==> src/rtl/div_pkg.sv <==
`default_nettype none
// ============================================================================
// Module   : div_pkg
// Brief    : Shared types and constants for the HI/LO divide stage.
// Revision : 1.0
// ============================================================================
package div_pkg;

    localparam int DIV_WIDTH = 32;

    localparam logic [DIV_WIDTH-1:0] DBZ_LO = '1;

    typedef enum logic [1:0] {
        IDLE = 2'd0,
        PREP = 2'd1,
        RUN  = 2'd2,
        FIX  = 2'd3
    } div_state_t;

endpackage
`default_nettype wire

==> src/rtl/udiv_core.sv <==
`default_nettype none
// ============================================================================
// Module   : udiv_core
// Brief    : Iterative restoring unsigned divider, one quotient bit per cycle.
// Revision : 1.0
// ============================================================================
module udiv_core
    import div_pkg::*;
#(
    parameter int WIDTH = DIV_WIDTH,
    parameter int ITER  = WIDTH
) (
    input  logic             clk,
    input  logic             rst,
    input  logic             start,
    input  logic [WIDTH-1:0] a,
    input  logic [WIDTH-1:0] b,
    output logic [WIDTH-1:0] q,
    output logic [WIDTH-1:0] r,
    output logic             done
);

    localparam int CNT_W = $clog2(ITER + 1);

    logic [WIDTH-1:0] rem_q, rem_d;
    logic [WIDTH-1:0] quo_q, quo_d;
    logic [WIDTH-1:0] dvs_q, dvs_d;
    logic [CNT_W-1:0] cnt_q, cnt_d;
    logic             done_q, done_d;

    logic [WIDTH-1:0] src_rem;
    logic [WIDTH-1:0] src_quo;
    logic [WIDTH-1:0] src_dvs;
    logic [WIDTH:0]   trial;
    logic [WIDTH:0]   diff;
    logic             ge;
    logic [WIDTH-1:0] step_rem;
    logic [WIDTH-1:0] step_quo;

    // The first iteration runs on the start edge itself, so ITER edges
    // complete the divide and done is visible ITER cycles after start.
    always_comb begin
        src_rem  = start ? '0 : rem_q;
        src_quo  = start ? a  : quo_q;
        src_dvs  = start ? b  : dvs_q;
        trial    = {src_rem, src_quo[WIDTH-1]};
        diff     = trial - {1'b0, src_dvs};
        ge       = ~diff[WIDTH];
        step_rem = ge ? diff[WIDTH-1:0] : trial[WIDTH-1:0];
        step_quo = {src_quo[WIDTH-2:0], ge};
    end

    always_comb begin
        rem_d  = rem_q;
        quo_d  = quo_q;
        dvs_d  = dvs_q;
        cnt_d  = cnt_q;
        done_d = 1'b0;
        if (start) begin
            rem_d = step_rem;
            quo_d = step_quo;
            dvs_d = b;
            cnt_d = CNT_W'(ITER - 1);
        end else if (cnt_q != '0) begin
            rem_d  = step_rem;
            quo_d  = step_quo;
            cnt_d  = cnt_q - CNT_W'(1);
            done_d = (cnt_q == CNT_W'(1));
        end
    end

    always_ff @(posedge clk or posedge rst) begin
        if (rst) begin
            rem_q  <= '0;
            quo_q  <= '0;
            dvs_q  <= '0;
            cnt_q  <= '0;
            done_q <= 1'b0;
        end else begin
            rem_q  <= rem_d;
            quo_q  <= quo_d;
            dvs_q  <= dvs_d;
            cnt_q  <= cnt_d;
            done_q <= done_d;
        end
    end

    assign q    = quo_q;
    assign r    = rem_q;
    assign done = done_q;

endmodule
`default_nettype wire

==> src/rtl/div_hilo_ctrl.sv <==
`default_nettype none
// ============================================================================
// Module   : div_hilo_ctrl
// Brief    : DIV/DIVU sequencing, sign fix-up and HI/LO commit with read stall.
// Revision : 1.0
// ============================================================================
module div_hilo_ctrl
    import div_pkg::*;
#(
    parameter int WIDTH = DIV_WIDTH,
    parameter int ITER  = WIDTH
) (
    input  logic             clk,
    input  logic             rst,
    input  logic             start,
    input  logic             is_signed,
    input  logic [WIDTH-1:0] dividend,
    input  logic [WIDTH-1:0] divisor,
    input  logic             rd_req,
    output logic             busy,
    output logic             done,
    output logic             div_by_zero,
    output logic             stall,
    output logic [WIDTH-1:0] hi,
    output logic [WIDTH-1:0] lo
);

    div_state_t       state_q, state_d;
    logic [WIDTH-1:0] dividend_q, dividend_d;
    logic [WIDTH-1:0] divisor_q, divisor_d;
    logic             signed_q, signed_d;
    logic             neg_quo_q, neg_quo_d;
    logic             neg_rem_q, neg_rem_d;
    logic             div_by_zero_q, div_by_zero_d;
    logic             busy_q, busy_d;
    logic             done_q, done_d;
    logic [WIDTH-1:0] hi_q, hi_d;
    logic [WIDTH-1:0] lo_q, lo_d;

    logic             core_start;
    logic [WIDTH-1:0] mag_a;
    logic [WIDTH-1:0] mag_b;
    logic [WIDTH-1:0] core_q;
    logic [WIDTH-1:0] core_r;
    logic             core_done;

    // Negating the most negative value wraps to itself, which is the correct
    // unsigned magnitude, so no extra bit is carried into the core.
    always_comb begin
        mag_a = (signed_q && dividend_q[WIDTH-1]) ? -dividend_q : dividend_q;
        mag_b = (signed_q && divisor_q[WIDTH-1])  ? -divisor_q  : divisor_q;
    end

    udiv_core #(
        .WIDTH (WIDTH),
        .ITER  (ITER)
    ) u_core (
        .clk   (clk),
        .rst   (rst),
        .start (core_start),
        .a     (mag_a),
        .b     (mag_b),
        .q     (core_q),
        .r     (core_r),
        .done  (core_done)
    );

    always_comb begin
        state_d       = state_q;
        dividend_d    = dividend_q;
        divisor_d     = divisor_q;
        signed_d      = signed_q;
        neg_quo_d     = neg_quo_q;
        neg_rem_d     = neg_rem_q;
        div_by_zero_d = div_by_zero_q;
        hi_d          = hi_q;
        lo_d          = lo_q;
        done_d        = 1'b0;
        core_start    = 1'b0;
        case (state_q)
            IDLE: begin
                if (start) begin
                    dividend_d    = dividend;
                    divisor_d     = divisor;
                    signed_d      = is_signed;
                    div_by_zero_d = 1'b0;
                    state_d       = PREP;
                end
            end
            PREP: begin
                neg_quo_d = signed_q & (dividend_q[WIDTH-1] ^ divisor_q[WIDTH-1]);
                neg_rem_d = signed_q & dividend_q[WIDTH-1];
                if (divisor_q == '0) begin
                    div_by_zero_d = 1'b1;
                    state_d       = FIX;
                end else begin
                    core_start = 1'b1;
                    state_d    = RUN;
                end
            end
            RUN: begin
                if (core_done) begin
                    state_d = FIX;
                end
            end
            FIX: begin
                if (div_by_zero_q) begin
                    lo_d = WIDTH'(DBZ_LO);
                    hi_d = dividend_q;
                end else begin
                    lo_d = neg_quo_q ? -core_q : core_q;
                    hi_d = neg_rem_q ? -core_r : core_r;
                end
                done_d  = 1'b1;
                state_d = IDLE;
            end
            default: state_d = IDLE;
        endcase
        busy_d = (state_d != IDLE);
    end

    always_ff @(posedge clk or posedge rst) begin
        if (rst) begin
            state_q       <= IDLE;
            dividend_q    <= '0;
            divisor_q     <= '0;
            signed_q      <= 1'b0;
            neg_quo_q     <= 1'b0;
            neg_rem_q     <= 1'b0;
            div_by_zero_q <= 1'b0;
            busy_q        <= 1'b0;
            done_q        <= 1'b0;
            hi_q          <= '0;
            lo_q          <= '0;
        end else begin
            state_q       <= state_d;
            dividend_q    <= dividend_d;
            divisor_q     <= divisor_d;
            signed_q      <= signed_d;
            neg_quo_q     <= neg_quo_d;
            neg_rem_q     <= neg_rem_d;
            div_by_zero_q <= div_by_zero_d;
            busy_q        <= busy_d;
            done_q        <= done_d;
            hi_q          <= hi_d;
            lo_q          <= lo_d;
        end
    end

    assign busy        = busy_q;
    assign done        = done_q;
    assign div_by_zero = div_by_zero_q;
    assign stall       = rd_req & busy_q;
    assign hi          = hi_q;
    assign lo          = lo_q;

endmodule
`default_nettype wire
==> config.mk <==
export PLATFORM = sky130hd
export DESIGN_NAME = div_hilo_ctrl
export DESIGN_NICKNAME = d
export VERILOG_FILES = /design/src/rtl/div_pkg.sv /design/src/rtl/udiv_core.sv /design/src/rtl/div_hilo_ctrl.sv
export SDC_FILE = /design/constraint.sdc
export NUM_CORES = 1
export LEC_CHECK = 0
export ABC_AREA = 1
export CAP_MARGIN = 20
export CORE_ASPECT_RATIO = 1.4
export CORE_MARGIN = 2
export CORE_UTILIZATION = 39
export DETAILED_ROUTE_END_ITERATION = 10
export PLACE_DENSITY_LB_ADDON = 0.25
export SLEW_MARGIN = 30
export SYNTH_ARGS = -nofsm -noshare
export SYNTH_HDL_FRONTEND = slang
export SYNTH_HIERARCHICAL = 1
export SYNTH_SLANG_ARGS = --single-unit
==> constraint.sdc <==
create_clock -name clk -period 9.28 [get_ports clk]
set_input_delay 1.856 -clock clk [delete_from_list [all_inputs] [get_ports clk]]
set_output_delay 1.856 -clock clk [all_outputs]
set_load 0.005 [all_outputs]
# Word-level counts from Yosys, hierarchy flattened
# Cells that the tools add are included.
[totals]
register_bits = 239
inputBits = 69
out_inout_bits = 68
wordCells = 71
[op_classes]
add_sub_neg = 6
n_eq_ne = 6
n_mux = 28
bitwise_logic = 5
reduce_logical = 10
[ops]
columns = ["operator", "n"]
rows = [
  ["32-bit two-way mux", 14],
  ["32-bit negation", 4],
  ["33-bit by 32-bit subtractor with 33-bit output", 1],
  ["32-bit logical NOT", 1],
  ["6-bit two-way mux", 2],
  ["1-bit two-way mux", 8],
  ["2-bit case mux with 4 select lines", 1],
  ["6-bit by 1-bit equality test with 1-bit output, second input constant", 1],
  ["2-bit nonzero test", 3],
  ["6-bit nonzero test", 1],
  ["6-bit by 1-bit subtractor with 6-bit output, second input constant", 1],
  ["2-bit equality test, second input constant", 2],
  ["2-bit two-way mux", 2],
  ["2-bit inequality test, second input constant", 2],
  ["1-bit bitwise AND", 3],
  ["3-bit AND reduction", 1],
  ["2-bit by 1-bit equality test with 1-bit output, second input constant", 1],
  ["1-bit logical AND", 2],
  ["2-bit logical NOT", 1],
  ["1-bit case mux with 2 select lines", 1],
  ["2-bit AND reduction", 1],
  ["1-bit inverter", 1],
  ["1-bit XOR", 1],
]

# Longest topological paths before layout
[logic_depth]
word_depth = 8
mapped_depth = 32
depth_no_buf = 29

# Modules after synthesis
# The synthesis kept the hierarchy.
[modules_own_cells]
columns = ["mod", "instances", "cells_each", "area_per_inst_um2", "seq_area_each_um2"]
rows = [
  ["div_hilo_ctrl", 1, 1404, 9337.7, 3403.3],
  ["udiv_core", 1, 1145, 7439.6, 2577.5],
]

# Worst setup path after synthesis
# No wires, ideal clock.
[synth_timing]
kind = "input-to-output"
start = "input rd_req"
end = "output stall"
arrival_time_ns = 1.944
t_required_ns = 7.424
path_slack_ns = 5.480
stages = 2
n_path_buf = 0
cell_sequence = "nand2_1 > inv_1"
[synth_via]
elab_chain_cells = 1
[synth_lines]
columns = ["element", "line", "text"]
rows = [
  ["start, declared", "div_hilo_ctrl.sv:19", "input logic rd_req,"],
  ["1-bit bitwise AND", "div_hilo_ctrl.sv:153", "assign stall = rd_req & busy_q;"],
  ["end, declared", "div_hilo_ctrl.sv:23", "output logic stall,"],
]
# Every way passes these cells.

# Final worst setup path
[layout_timing]
start = "register divisor_q[0]"
end = "register u_core.rem_q[21] (netlist: u_core/r[21])"
[layout_via]
elab_chain_cells = 8
elab_cells_between_ends = 13
classes_between = "add/sub (2); mux (9); reduce/logical (2)"
[layout_lines]
columns = ["element", "line", "text"]
rows = [
  ["start, declared", "div_hilo_ctrl.sv:30", "logic [WIDTH-1:0] divisor_q, divisor_d;"],
  ["start signal, assigned", "div_hilo_ctrl.sv:138", "divisor_q <= divisor_d;"],
  ["32-bit logical NOT *", "div_hilo_ctrl.sv:93", "if (divisor_q == '0) begin"],
  ["1-bit two-way mux *", "div_hilo_ctrl.sv:93", ""],
  ["1-bit two-way mux *", "div_hilo_ctrl.sv:80", "case (state_q)"],
  ["via core_start", "div_hilo_ctrl.sv:40", "logic core_start;"],
  ["32-bit two-way mux, on equally long branches", "-", ""],
  ["33-bit by 32-bit subtractor with 33-bit output", "udiv_core.sv:47", "diff = trial - {1'b0, src_dvs};"],
  ["32-bit two-way mux", "udiv_core.sv:49", "step_rem = ge ? diff[WIDTH-1:0] : trial[WIDTH-1:0];"],
  ["32-bit two-way mux", "udiv_core.sv:64", "end else if (cnt_q != '0) begin"],
  ["32-bit two-way mux", "udiv_core.sv:59", "if (start) begin"],
  ["end signal, assigned", "udiv_core.sv:80", "rem_q <= rem_d;"],
  ["end, declared", "udiv_core.sv:25", "logic [WIDTH-1:0] rem_q, rem_d;"],
]
# Mark *: on every way through the listed nets, which the timed path passes. The rest lies on a longest branch. The select of a mux whose other input is x is not followed.
# A chain may end at the register's enable or synchronous reset.

==> summary.md <==
| Metric | Value |
|---|---|
| Status | completed |
| RSZ-0062 raised after global routing | no |
| Upper clock frequency limit | 207.3 MHz |
| Crit. End Element | flip-flop |
| Most frequent cells after synthesis | nand2_1 (819), inv_1 (357), nor2_1 (304) |
| # diodes | 0 |
| Reg2reg end | u_core/r[21] |
| Starting Density | 39.65% |
| Synth Area in Compound Gates | 9.852% |
| CTS resizes | 0 |
| Post-Synth XOR/XNOR Area | 3.654% |
| Vias | 16,360 |
| Pwr Density | 430.6 nW/um^2 |
| Root Buffer | clkbuf_16 |
| Residual DRC | 0 |
| Hold EP | lo[21] |
| EDFF count, synth | 0 |
| CP required | 9.70 ns |
| Final Max Tran Viols | 0 |
| Initial antenna violation count | 0 |
| Grt ovf | 0 |
| Critical path startpoint category | flip-flop |
| CTS tree | built |
| Main synth FF type | dfrtp_1 |
| Final Non-Filler Cells | 3,203 |
| Synth warn | 6 |
| Die Y | 249.4 um |
| Worst reg2reg setup slack | 4.46 ns |
| Gr usage total | 24.30% |
| TritonRoute pass-1 iters | 7 |
| Vias in the first global route | 15,950 |
| Worst Skew | 0.01321 ns |
| Crit Path Class | reg2reg |
| Pin count of the biggest net entering global routing | 76 |
| Synth Area in Adders | 3.326% |
| RR Startpoint | divisor_q[0] |
| Top post-synthesis cells by area | dfrtp_1 (36%), nand2_1 (18%), inv_1 (8.0%) |
| Worst Reg2Reg Path Length in Cells | 26 |
| Synth Register Bits | 239 |
| Clock slew seen by the registers of the worst setup and hold paths | 0.06 ns |
| Worst Max-Slew Pin Slew | 0.8667 ns |
| Die Footprint | 44,720 sq um |
| Synth area leader | dfrtp_1 |
| Combinational family with the most area after synthesis | simple AND/OR/NAND/NOR gates |
| Setup TNS | 0 ns |
| Post-layout min period | 4.824 ns |
| CTS max path bufs | 3 |
| Final Hold Fails | 0 |
| Vias per cell | 5.108 |
| Mapped cell area | 16,780 sq um |
| Routed wire length | 54.81 mm |
| Post-synth ARST share | 100.0% |
| Clock Latency Late Sink | 0.55 ns |
| Register area share after synthesis | 35.65% |
| Core area | 42,320 sq um |
| Post-route ant nets | 0 |
| Critical path arrival | 5.25 ns |
| Worst hold stages | 2 |
| Count leader, synth | nand2_1 |
| Fin nets | 2,753 |
| H-Tree Level Count | 1 |
| Layout cells sized above 1 | 6.549% |
| IO Pins | 137 |
| Avg WL per Cell | 17.11 um |
| Hold Path Class | reg2reg |
| Final RePlAce weighted congestion | 0.9778 |
| Number of buffers created by CTS | 26 |
| Origin of the worst min-delay path | lo[21] |
| Cells after synthesis | 2,549 |
| Top cell type's share of synthesized area | 35.65% |
| Setup Viol. Count Final | 0 |
| Worst vdd ir | 0.0002479 V |
| Layout overhead on the synthesized area | 15.80% |
| Hpwl dp | 42.55 mm |
| Dpl cells | 3,157 |
| First-pass GRT wire length | 85.28 mm |
| Post-synthesis mux area share | 0.6712% |
| Slew Limit Headroom | 42.22% |
| Port Buf Inserts | 136 |
| CTS Sinks | 239 |
| Period utilization | 51.98% |
| Hold_buf cts | 0 |
| First DRT Iteration DRCs | 1,042 |
| Avg Cell Area, Syn | 6.582 sq um |
| Simple-Gate Fraction of Synth Area | 35.97% |
| Mapped Nets | 2,662 |
| Distinct cell type count after synthesis | 46 |
| Rows | 89 |
| Leak | 9.933 nW |
| Crit Path Max Fanout | 66 |
| Die X-Extent | 179.3 um |
| Max-cap violations | 0 |
| Post-CTS setup repair buffer count | 0 |
| Crit path from | divisor_q[0] |
-- critical path, cell delays in order, from the launching register on --
cell	delay, ns
dfrtp_1	0.37
inv_1	0.09
ha_1	0.18
nand3_1	0.12
nor2_2	0.19
inv_2	0.06
nor2_1	0.17
nand3_1	0.10
nand2_1	0.14
inv_2	0.14
inv_1	0.08
buf_4	0.53
or2_2	0.21
o21ai_0	0.17
ha_1	0.46
nand2_2	0.13
inv_1	0.05
a21oi_1	0.26
nand2_2	0.16
nand2_1	0.10
nand2_2	0.07
nand2_2	0.09
nand3_1	0.12
nand2_4	0.39
nand2_1	0.10
nand3_1	0.10
nand2_1	0.10
-- metal layers --
layer / share of wire, % / vias to the layer above / track usage, %
li1: - / 8125 / -
met1: 38 / 7694 / 26.56
met2: 53 / 415 / 45.93
met3: 3.5 / 127 / 2.179
met4: 5.2 / 0 / 11.77
met5: 0 / - / 0
-- how the worst max path moves through the flow --
stage | endpoint | slack [ns]
3_5_place_dp | u_core/r[21] | 4.51
2_1_floorplan | busy | 3.78
6_report | u_core/r[21] | 4.46
4_1_cts | u_core/r[21] | 4.49
3_3_place_gp | stall | 4.53
5_1_grt | u_core/r[21] | 3.91
-- kinds of logic (layout without fill, tap and decap cells) --
family / after synthesis / after routing
simple gates: 1431 / 1431
fa+ha+maj: 44 / 44
xor+xnor: 70 / 70
buf+inv: 459 / 567
compound gates: 296 / 296
mux: 10 / 10
flops: 239 / 239
-- where the power goes --
| part | total [mW] | switching [mW] | leakage (nW) | internal, mW |
|---|---|---|---|---|
| sequential | 2.06 | 0.487 | 2.77 | 1.57 |
| clock | 1.09 | 0.436 | 0.445 | 0.658 |
| combinational | 5.21 | 3.40 | 6.72 | 1.82 |
-- final cells by class --
| cell class | count | area, sq um |
|---|---|---|
| clock buffers | 36 | 769.5 |
| clock inverters | 9 | 123.9 |
| fillers | 4417 | 22890 |
| inverters | 374 | 1414 |
| multi-input cells | 1851 | 8994 |
| flip-flops and latches | 239 | 5981 |
| well taps | 546 | 683.2 |
| repair buffers | 148 | 1464 |
-- state kept, by name (all words and copies together) (netlist names), 2 cells and up --
signal and flops:
u_core/r 32, u_core/dvs_q 32, u_core/cnt_q 6, u_core/q 32, state_q 2, dividend_q 32
hi 32, lo 32, divisor_q 32
-- layout by cell type (no fill, tap or decap), types with 12 or more instances in the layout --
master / instances
a21oi_1: 119
a22oi_1: 14
a31oi_1: 12
clkbuf_16: 27
clkdlybuf4s50_1: 136
dfrtp_1: 239
ha_1: 43
inv_1: 354
inv_2: 16
nand2_1: 818
nand2_2: 13
nand3_1: 168
nand3b_1: 14
nand4_1: 21
nor2_1: 302
nor2_2: 16
nor3_1: 13
o21ai_0: 88
o21ai_1: 22
or2_2: 37
xor2_1: 62
-- per-stage QoR --
stage | hold slack (ns) | setup WS [ns] | power (mW) | cell area (sq um) | util [%]
6_report | 0.4706 | 4.456 | 8.366 | 19430 | 45.91
5_1_grt | 0.5071 | 3.909 | 9.167 | 19430 | 45.91
4_1_cts | 0.4787 | 4.486 | 8.399 | 19400 | 45.85
3_5_place_dp | 0.4659 | 4.513 | 7.268 | 18510 | 43.74
3_3_place_gp | 0.4545 | 4.527 | 7.184 | 18510 | 43.74
2_1_floorplan | 0.4439 | 3.785 | 5.647 | 16780 | -
Power figures use the tool's default switching activity.
